## src/rtl/rv32i_pkg.sv

```systemverilog
// Shared RV32I front-end types and defaults.
// HALT exists only with PC_UNIT_MISALIGN_TRAP_EN.
package rv32i_pkg;

   localparam int          XLEN_D    = 32;
   localparam int          PC_INCR_D = 4;
   localparam logic [31:0] PC_INIT_D = 32'h0;

   typedef enum logic [2:0] {
      RESET,
      ISSUE,
      WAIT,
      HOLD
`ifdef PC_UNIT_MISALIGN_TRAP_EN
      , HALT
`endif
   } pc_state_e;

endpackage

```

## src/rtl/pc_unit_if.sv

```systemverilog
// Handshake bundle between pc_unit, decode and fetch.
// master = pc_unit side, slave = environment side.
interface pc_unit_if
   import rv32i_pkg::*;
#(
   parameter int XLEN = XLEN_D
);

   logic            i_stall;
   logic            i_redirect_valid;
   logic [XLEN-1:0] i_redirect_pc;
   logic            i_fetch_valid;
   logic            o_fetch_instr;
   logic [XLEN-1:0] o_pc;
   logic            o_instr_valid;
   logic [XLEN-1:0] o_instr_pc;
   logic            o_misaligned;
   logic [XLEN-1:0] o_exc_pc;

   modport master (
      input  i_stall,
      input  i_redirect_valid,
      input  i_redirect_pc,
      input  i_fetch_valid,
      output o_fetch_instr,
      output o_pc,
      output o_instr_valid,
      output o_instr_pc,
      output o_misaligned,
      output o_exc_pc
   );

   modport slave (
      output i_stall,
      output i_redirect_valid,
      output i_redirect_pc,
      output i_fetch_valid,
      input  o_fetch_instr,
      input  o_pc,
      input  o_instr_valid,
      input  o_instr_pc,
      input  o_misaligned,
      input  o_exc_pc
   );

endinterface

```

## src/rtl/pc_align_chk.sv

```systemverilog
// Redirect target alignment check (PC_UNIT_MISALIGN_TRAP_EN)
// or low-bit masking when the trap is compiled out.
module pc_align_chk
   import rv32i_pkg::*;
#(
   parameter int XLEN = XLEN_D
) (
   input  logic [XLEN-1:0] target,
`ifdef PC_UNIT_MISALIGN_TRAP_EN
   output logic            misaligned,
`endif
   output logic [XLEN-1:0] target_ok
);

`ifdef PC_UNIT_MISALIGN_TRAP_EN
   assign misaligned = |target[1:0];
   assign target_ok  = target;
`else
   assign target_ok  = target & ~XLEN'(3);
`endif

endmodule

```

## src/rtl/pc_unit.sv

```systemverilog
// PC sequencer: issue, wait, advance/redirect, tag response.
// PC_UNIT_MISALIGN_TRAP_EN adds the misaligned-redirect trap.
module pc_unit
   import rv32i_pkg::*;
#(
   parameter int              XLEN    = XLEN_D,
   parameter int              PC_INCR = PC_INCR_D,
   parameter logic [XLEN-1:0] PC_INIT = XLEN'(PC_INIT_D)
) (
   input logic       clk,
   input logic       rstn,
   pc_unit_if.master bus
);

   pc_state_e       state, state_n;
   logic [XLEN-1:0] pc, pc_n;
   logic [XLEN-1:0] inflight_pc, inflight_n;
   logic            kill, kill_n;
   logic            pend, pend_n;
   logic [XLEN-1:0] tgt, tgt_n;
   logic            ivalid, ivalid_n;
   logic [XLEN-1:0] ipc, ipc_n;
   logic [XLEN-1:0] target;
   logic            redir;

   assign redir = bus.i_redirect_valid;

`ifdef PC_UNIT_MISALIGN_TRAP_EN
   logic            mis, mis_n, tgt_mis;
   logic [XLEN-1:0] exc, exc_n;

   pc_align_chk #(.XLEN(XLEN)) u_align (
      .target     (bus.i_redirect_pc),
      .misaligned (tgt_mis),
      .target_ok  (target)
   );
`else
   pc_align_chk #(.XLEN(XLEN)) u_align (
      .target    (bus.i_redirect_pc),
      .target_ok (target)
   );
`endif

   always_comb begin
      state_n    = state;
      pc_n       = pc;
      inflight_n = inflight_pc;
      kill_n     = kill;
      pend_n     = pend;
      tgt_n      = tgt;
      ivalid_n   = 1'b0;
      ipc_n      = ipc;
`ifdef PC_UNIT_MISALIGN_TRAP_EN
      mis_n      = 1'b0;
      exc_n      = exc;
`endif
      unique case (state)
         RESET: state_n = ISSUE;
         ISSUE: begin
            inflight_n = pc;
            state_n    = WAIT;
            if (redir) begin
               kill_n = 1'b1;
               pend_n = 1'b1;
               tgt_n  = target;
            end
         end
         WAIT: begin
            if (bus.i_fetch_valid) begin
               ivalid_n = !(kill || redir);
               ipc_n    = inflight_pc;
               // newest redirect wins over a pending one
               if (redir)     pc_n = target;
               else if (pend) pc_n = tgt;
               else           pc_n = pc + XLEN'(PC_INCR);
               kill_n  = 1'b0;
               pend_n  = 1'b0;
               state_n = bus.i_stall ? HOLD : ISSUE;
            end else if (redir) begin
               kill_n = 1'b1;
               pend_n = 1'b1;
               tgt_n  = target;
            end
         end
         HOLD: begin
            if (redir) pc_n = target;
            if (!bus.i_stall) state_n = ISSUE;
         end
`ifdef PC_UNIT_MISALIGN_TRAP_EN
         HALT: begin
            if (redir) begin
               pc_n    = target;
               state_n = ISSUE;
            end
         end
`endif
         default: state_n = RESET;
      endcase
`ifdef PC_UNIT_MISALIGN_TRAP_EN
      // trap overrides every other redirect effect
      if (redir && tgt_mis && state != RESET) begin
         state_n  = HALT;
         pc_n     = pc;
         kill_n   = 1'b0;
         pend_n   = 1'b0;
         ivalid_n = 1'b0;
         mis_n    = 1'b1;
         exc_n    = bus.i_redirect_pc;
      end
`endif
   end

   always_ff @(posedge clk) begin
      if (!rstn) begin
         state       <= RESET;
         pc          <= PC_INIT;
         inflight_pc <= '0;
         kill        <= 1'b0;
         pend        <= 1'b0;
         tgt         <= '0;
         ivalid      <= 1'b0;
         ipc         <= '0;
`ifdef PC_UNIT_MISALIGN_TRAP_EN
         mis         <= 1'b0;
         exc         <= '0;
`endif
      end else begin
         state       <= state_n;
         pc          <= pc_n;
         inflight_pc <= inflight_n;
         kill        <= kill_n;
         pend        <= pend_n;
         tgt         <= tgt_n;
         ivalid      <= ivalid_n;
         ipc         <= ipc_n;
`ifdef PC_UNIT_MISALIGN_TRAP_EN
         mis         <= mis_n;
         exc         <= exc_n;
`endif
      end
   end

   assign bus.o_fetch_instr = (state == ISSUE);
   assign bus.o_pc          = pc;
   assign bus.o_instr_valid = ivalid;
   assign bus.o_instr_pc    = ipc;
`ifdef PC_UNIT_MISALIGN_TRAP_EN
   assign bus.o_misaligned  = mis;
   assign bus.o_exc_pc      = exc;
`else
   assign bus.o_misaligned  = 1'b0;
   assign bus.o_exc_pc      = '0;
`endif

endmodule

```

## src/flat_wrapper.sv

```systemverilog
// flat-port wrapper written by rule: the top's interface ports become plain ports
module pc_unit_flat import rv32i_pkg::*;
#(
   parameter int              XLEN    = XLEN_D,
   parameter int              PC_INCR = PC_INCR_D,
   parameter logic [XLEN-1:0] PC_INIT = XLEN'(PC_INIT_D)
)
  (clk, rstn, bus_i_stall, bus_i_redirect_valid, bus_i_redirect_pc, bus_i_fetch_valid, bus_o_fetch_instr, bus_o_pc, bus_o_instr_valid, bus_o_instr_pc, bus_o_misaligned, bus_o_exc_pc);
  pc_unit_if #(.XLEN(XLEN)) bus_i ();
  input logic clk;
  input logic rstn;
  input wire logic [$bits(bus_i.i_stall)-1:0] bus_i_stall;
  input wire logic [$bits(bus_i.i_redirect_valid)-1:0] bus_i_redirect_valid;
  input wire logic [$bits(bus_i.i_redirect_pc)-1:0] bus_i_redirect_pc;
  input wire logic [$bits(bus_i.i_fetch_valid)-1:0] bus_i_fetch_valid;
  output wire logic [$bits(bus_i.o_fetch_instr)-1:0] bus_o_fetch_instr;
  output wire logic [$bits(bus_i.o_pc)-1:0] bus_o_pc;
  output wire logic [$bits(bus_i.o_instr_valid)-1:0] bus_o_instr_valid;
  output wire logic [$bits(bus_i.o_instr_pc)-1:0] bus_o_instr_pc;
  output wire logic [$bits(bus_i.o_misaligned)-1:0] bus_o_misaligned;
  output wire logic [$bits(bus_i.o_exc_pc)-1:0] bus_o_exc_pc;
  assign bus_i.i_stall = bus_i_stall;
  assign bus_i.i_redirect_valid = bus_i_redirect_valid;
  assign bus_i.i_redirect_pc = bus_i_redirect_pc;
  assign bus_i.i_fetch_valid = bus_i_fetch_valid;
  assign bus_o_fetch_instr = bus_i.o_fetch_instr;
  assign bus_o_pc = bus_i.o_pc;
  assign bus_o_instr_valid = bus_i.o_instr_valid;
  assign bus_o_instr_pc = bus_i.o_instr_pc;
  assign bus_o_misaligned = bus_i.o_misaligned;
  assign bus_o_exc_pc = bus_i.o_exc_pc;
  pc_unit #(.XLEN(XLEN), .PC_INCR(PC_INCR), .PC_INIT(PC_INIT)) u_core (.clk(clk), .rstn(rstn), .bus(bus_i));
endmodule
```

## config.mk

```make
export PLATFORM = sky130hd
export DESIGN_NAME = pc_unit_flat
export DESIGN_NICKNAME = d
export VERILOG_FILES = /design/src/rtl/rv32i_pkg.sv /design/src/rtl/pc_unit_if.sv /design/src/rtl/pc_align_chk.sv /design/src/rtl/pc_unit.sv /design/src/flat_wrapper.sv
export SDC_FILE = /design/constraint.sdc
export NUM_CORES = 1
export LEC_CHECK = 0
export BUFFER_PORTS_ARGS = -buffer_cell sky130_fd_sc_hd__buf_2
export CORE_ASPECT_RATIO = 0.6
export CORE_MARGIN = 10
export CORE_UTILIZATION = 55
export CTS_CLUSTER_DIAMETER = 80
export DETAILED_ROUTE_END_ITERATION = 7
export GPL_TIMING_DRIVEN = 0
export MAX_ROUTING_LAYER = met4
export PLACE_DENSITY = 0.78
export SYNTH_ARGS = -nofsm -noshare
export SYNTH_HDL_FRONTEND = slang
export SYNTH_HIERARCHICAL = 1
export SYNTH_SLANG_ARGS = --single-unit
```

## constraint.sdc

```tcl
create_clock -name clk -period 3 [get_ports clk]
set_input_delay 0.15 -clock clk [delete_from_list [all_inputs] [get_ports clk]]
set_output_delay 0.15 -clock clk [all_outputs]
set_load 0.005 [all_outputs]
```

-- Word level (Yosys, flattened, before mapping)
Cells that the tools add are included.
- output and inout port bits: 99
- flip-flop bits (word level): 134
- word-level logic and storage cells: 44
- bits of input ports: 37
- $add $sub $neg: 1
- equal/unequal tests: 7
- muxes and demuxes: 18
- reductions and logical operators: 10
- operators with widths (cell ; count):
    $mux W32 ; 6
    $pmux W32 S2 ; 2
    $add A32 B3 Y32 const B ; 1
    $pmux W3 S4 ; 1
    $ne A2 B2 Y1 const B ; 4
    $eq A3 B2 Y1 const B ; 2
    $mux W3 ; 2
    $reduce_and A2 Y1 ; 3
    $reduce_and A3 Y1 ; 2
    $mux W1 ; 4
    $pmux W1 S2 ; 2
    $reduce_bool A2 Y1 ; 2
    $eq A3 B1 Y1 const B ; 1
    $logic_not A3 Y1 ; 1
    $mux W2 ; 1
    $logic_not A1 Y1 ; 1
    $logic_or A1 B1 Y1 ; 1

-- Logic depth before layout (Yosys ltp)
- depth in word-level cells: 5
- gate-level depth with buffers: 8
- depth with buffers taken out: 6

-- Hierarchy
Netlist, hierarchy kept.
- modules (own cells, without submodules) (module ; times used ; area an instance (µm²) ; cells each):
    pc_unit ; 1 ; 6498.7 ; 815
    pc_align_chk ; 1 ; 244.0 ; 33

-- Worst setup path after synthesis
Ideal clock, no wire load.
- kind: register to register
- start point: register u_core.state[0]
- end point: register u_core.pc[22], in the netlist u_core/bus.o_pc[22]
- arrival time: 2.012 ns
- stages on the path, launching flop included: 8
- slack: 0.907 ns
- period minus slack after synthesis: 2.093 ns
- cell sequence: dfxtp_1 -> ha_1 -> buf_2 -> or3_1 -> clkbuf_1 -> or4_1 -> or4_1 -> a41oi_1
- longest elaborated chain between the ends: 3
- elaborated cells on any way between the ends: 7
- classes of those cells: eq/ne: 4; mux: 1; reduce/logical: 2
- RTL lines (what ; line ; source):
    start: declaration ; pc_unit.sv:15 ; pc_state_e state, state_n;
    start signal: assignment ; pc_unit.sv:128 ; state <= state_n;
    $eq A3 B2 Y1 ; pc_unit.sv:57 ; unique case (state)
    $ne A2 B2 Y1 (no line) / $reduce_bool A2 Y1 (equally long branches) ; - ;
    $reduce_and A3 Y1 (no line) ; - ;
    end signal: assignment ; pc_unit.sv:129 ; pc <= pc_n;
    end: declaration ; pc_unit.sv:16 ; logic [XLEN-1:0] pc, pc_n;
Several ways; a longest one is shown, not always the timed one.
A chain may end at the register's enable or synchronous reset.

-- Worst setup path in the final report
- start point: register u_core.state[0]
- end point: register u_core.pc[8], in the netlist u_core/bus.o_pc[8]
Same word-level chain as after synthesis.

==> run_results.csv <==
group,metric,value,unit
outcome,status,"completed",
timing,finalSetupViolCount,0,
critical_path,r2r_slack,120,ps
worst_hold_path,min_from,"bus_i_redirect_pc[25]",
critical_path,r2r-start,"u_core/state[0]",
critical_path,max_stage_delay,910,ps
worst_hold_path,min_to,"u_core/tgt[25]",
critical_path,r2r-end,"u_core/bus.o_pc[8]",
final_layout,layout_commonest_cell,"nand2_1",
route,drt-pass1-iter-count,8,
die,die_x,162.9,um
worst_hold_path,whs_path_depth,3,
worst_hold_path,min_path_type,"in2reg",
timing,relSlewSlack,0.2599,
clock_tree,ctsResizeCount,0,
job,drv_cap,0,
timing,min_period,2881,ps
critical_path,rr_worst_depth,7,
die,die_area,0.01723,mm2
timing,max_freq,347.1,MHz
route,drcViolationCount,0,
synthesis,synth_cell_types,67,
clock_tree,clockBufferDepth,2,
final_layout,nets,1037,
final_layout,final_util,0.6945,
power,power.total,0.005552,W
synthesis,ys_seq_area_frac,0.3949,
timing,tightest_slew,1079,ps
critical_path,cp.arrival,3150,ps
clock_tree,clk_latency,420,ps
clock_tree,clkTransAtPathRegs,60,ps
critical_path,critPathLaunchType,"register",
global_routing,antenna_found_initial,0,
die,fp.dieH,105.8,um
power,powerDensity,664.9,mW/mm2
die,io_pins,136,
power,leakage,3.307,nW
synthesis,syn_inst,848,
synthesis,ys_ff_latch,133,
clock_tree,htree_levels,4,
die,row_count,31,
final_layout,syn2layout_area_growth,23.84,%
critical_path,path_max_fanout,10,
placement,gp_congestion,0.9554,
global_routing,grt_pass1_vias,6486,
clock_tree,clkSinkCount,133,
timing,hold_viol_final,0,
clock_tree,cts_tree,"built",
global_routing,grt_max_degree,17,
placement,port-buffer-count,70,
timing,finalMaxSlewViolations,0,
clock_tree,cts-root-buf,"clkbuf_16",
critical_path,crit_chain,"ha_1 -> buf_2 -> mux2i_1 -> nor2_1 -> clkbuf_1 -> o21ai_0 -> a21oi_1",
synthesis,netlist_area,0.006743,mm2
route,via_per_inst,5.922,
synthesis,synth_edf_count,0,
power,vdd_drop_max,0.5941,mV
synthesis,ys.flop_type,"dfxtp_1",
placement,place.detailed.hpwl,15830,um
route,drt_wl_total,22100,um
synthesis,synth.avg_cell_area,7.951,um2
placement,post-place-ws,410.5,ps
timing,fin_crit_sh,0.9604,
global_routing,overflow,0,
synthesis,ys_async_sr_fraction,0,
timing,tns,0,ps
timing,setup_ws,118.8,ps
final_layout,final_area,0.008351,mm2
final_layout,drive_gt1_frac,0.1944,
clock_tree,cts_buffers,17,
route,detail_route.iter0.violations,879,
timing,fin_skew,9.999,ps
global_routing,grt_usage,0.2569,
die,coreArea,0.01202,mm2
critical_path,required,3270,ps
critical_path,worst_setup_path_end_kind,"register",
route,vias,6947,
route,antenna_left,0,
final_layout,diodes,0,
critical_path,cp_slowest_cell,"mux2i_1",
route,routedWlPerCell,18.84,um
die,start_util,0.5608,
final_layout,mostFrequentLayoutCells,"nand2_1, dfxtp_1, a21oi_1",
clock_tree,cts_hold_buf,24,
synthesis,yosysWarningCount,6,
critical_path,worstSetupPathType,"reg2reg",
clock_tree,postCtsSetupBuffers,0,
placement,place_area,0.007423,mm2
timing,rsz0062_at_grt,"false",
global_routing,grt_pass1_wl,34710,um
-- critical path, delay by kind of cell (launching register included) --
kind                       cells  cell delay (ps)
muxes                          1              910
buffers and inverters          2              570
AOI/OAI and AO/OA              2              420
DFF                            1              400
and+or+nand+nor                1              260
adders and majority gates      1              170
-- stage by stage --
| stage | instances | hold slack (ps) |
|---|---|---|
| after global placement | 1116 | 411.9 |
| after CTS | 1172 | 0.3788 |
| final | 1173 | 10.93 |
| after detailed placement | 1116 | 418.7 |
| after floorplan | 881 | 371.2 |
| after global routing | 1173 | 0.6410 |
-- where the power goes --
part           switching (W)  internal [W]  leakage, nW
combinational       0.000689      0.000420         1.90
sequential          0.000146       0.00190         1.08
clock               0.000828       0.00157        0.327
total                0.00166       0.00389         3.31
-- final cells by class --
class / count / area (um2)
fillers: 990 / 3674
multi-input cells: 602 / 3367
flip-flops and latches: 133 / 2663
plain buffers: 133 / 788.3
repair buffers: 95 / 600.6
clock buffers: 18 / 429.2
clock inverters: 14 / 247.7
well taps: 165 / 206.4
inverters: 13 / 48.80
-- worst max path at each step --
stage	startpoint	to	slack [ps]	cells past startpoint
3_3_place_gp	u_core/state[0]	u_core/bus.o_pc[19]	400	7
6_report	u_core/state[0]	u_core/bus.o_pc[8]	120	7
3_5_place_dp	u_core/state[0]	u_core/bus.o_pc[19]	410	7
5_1_grt	u_core/state[0]	u_core/bus.o_pc[19]	130	7
4_1_cts	u_core/state[0]	u_core/bus.o_pc[19]	330	7
2_1_floorplan	u_core/state[0]	u_core/bus.o_pc[22]	910	7
-- synthesized netlist by cell type, types with 6 or more instances --
| cell | number | share of area |
|---|---|---|
| nand3_1 | 19 | 0.014 |
| nand4_1 | 10 | 0.0093 |
| dfxtp_1 | 133 | 0.39 |
| o21a_1 | 8 | 0.0089 |
| nand2_1 | 165 | 0.092 |
| clkbuf_1 | 52 | 0.029 |
| mux2i_1 | 39 | 0.058 |
| or4b_2 | 6 | 0.0089 |
| a211oi_1 | 8 | 0.0089 |
| nor2_1 | 50 | 0.028 |
| nor3_1 | 7 | 0.0052 |
| o21ai_0 | 40 | 0.030 |
| a21oi_1 | 92 | 0.068 |
| inv_1 | 13 | 0.0072 |
| a31oi_1 | 8 | 0.0074 |
| nor4_1 | 10 | 0.0093 |
| or4_1 | 7 | 0.0078 |
| buf_4 | 69 | 0.077 |
| o311ai_0 | 6 | 0.0078 |
-- per-layer routing --
layer	part of all wire	vias to the layer above	global-route usage
met3	0.13	67	0.08275
met4	0.024	0	0.08269
met5	0	-	-
li1	-	3180	-
met1	0.41	3226	0.3376
met2	0.43	474	0.3649
-- kinds of logic (layout without fill, tap and decap cells) --
group           Yosys count  after routing  synth area share
fa+ha+maj                 5              5          0.009278
compound gates          211            211            0.1935
simple gates            308            308            0.2136
xor+xnor                  3              3          0.003898
other cells               2             35          0.001114
flops                   133            133            0.3949
buf+inv                 146            273            0.1241
mux                      40             40           0.05957
-- registers in the layout, summed over array words and instances (netlist names) --
signal                    cells
u_core/tgt                   32
u_core/kill                   1
u_core/inflight_pc           32
u_core/bus.o_instr_pc        32
u_core/bus.o_instr_valid      1
u_core/state                  2
u_core/pend                   1
u_core/bus.o_pc              32
No activity file was read; power rests on OpenSTA's default activity.
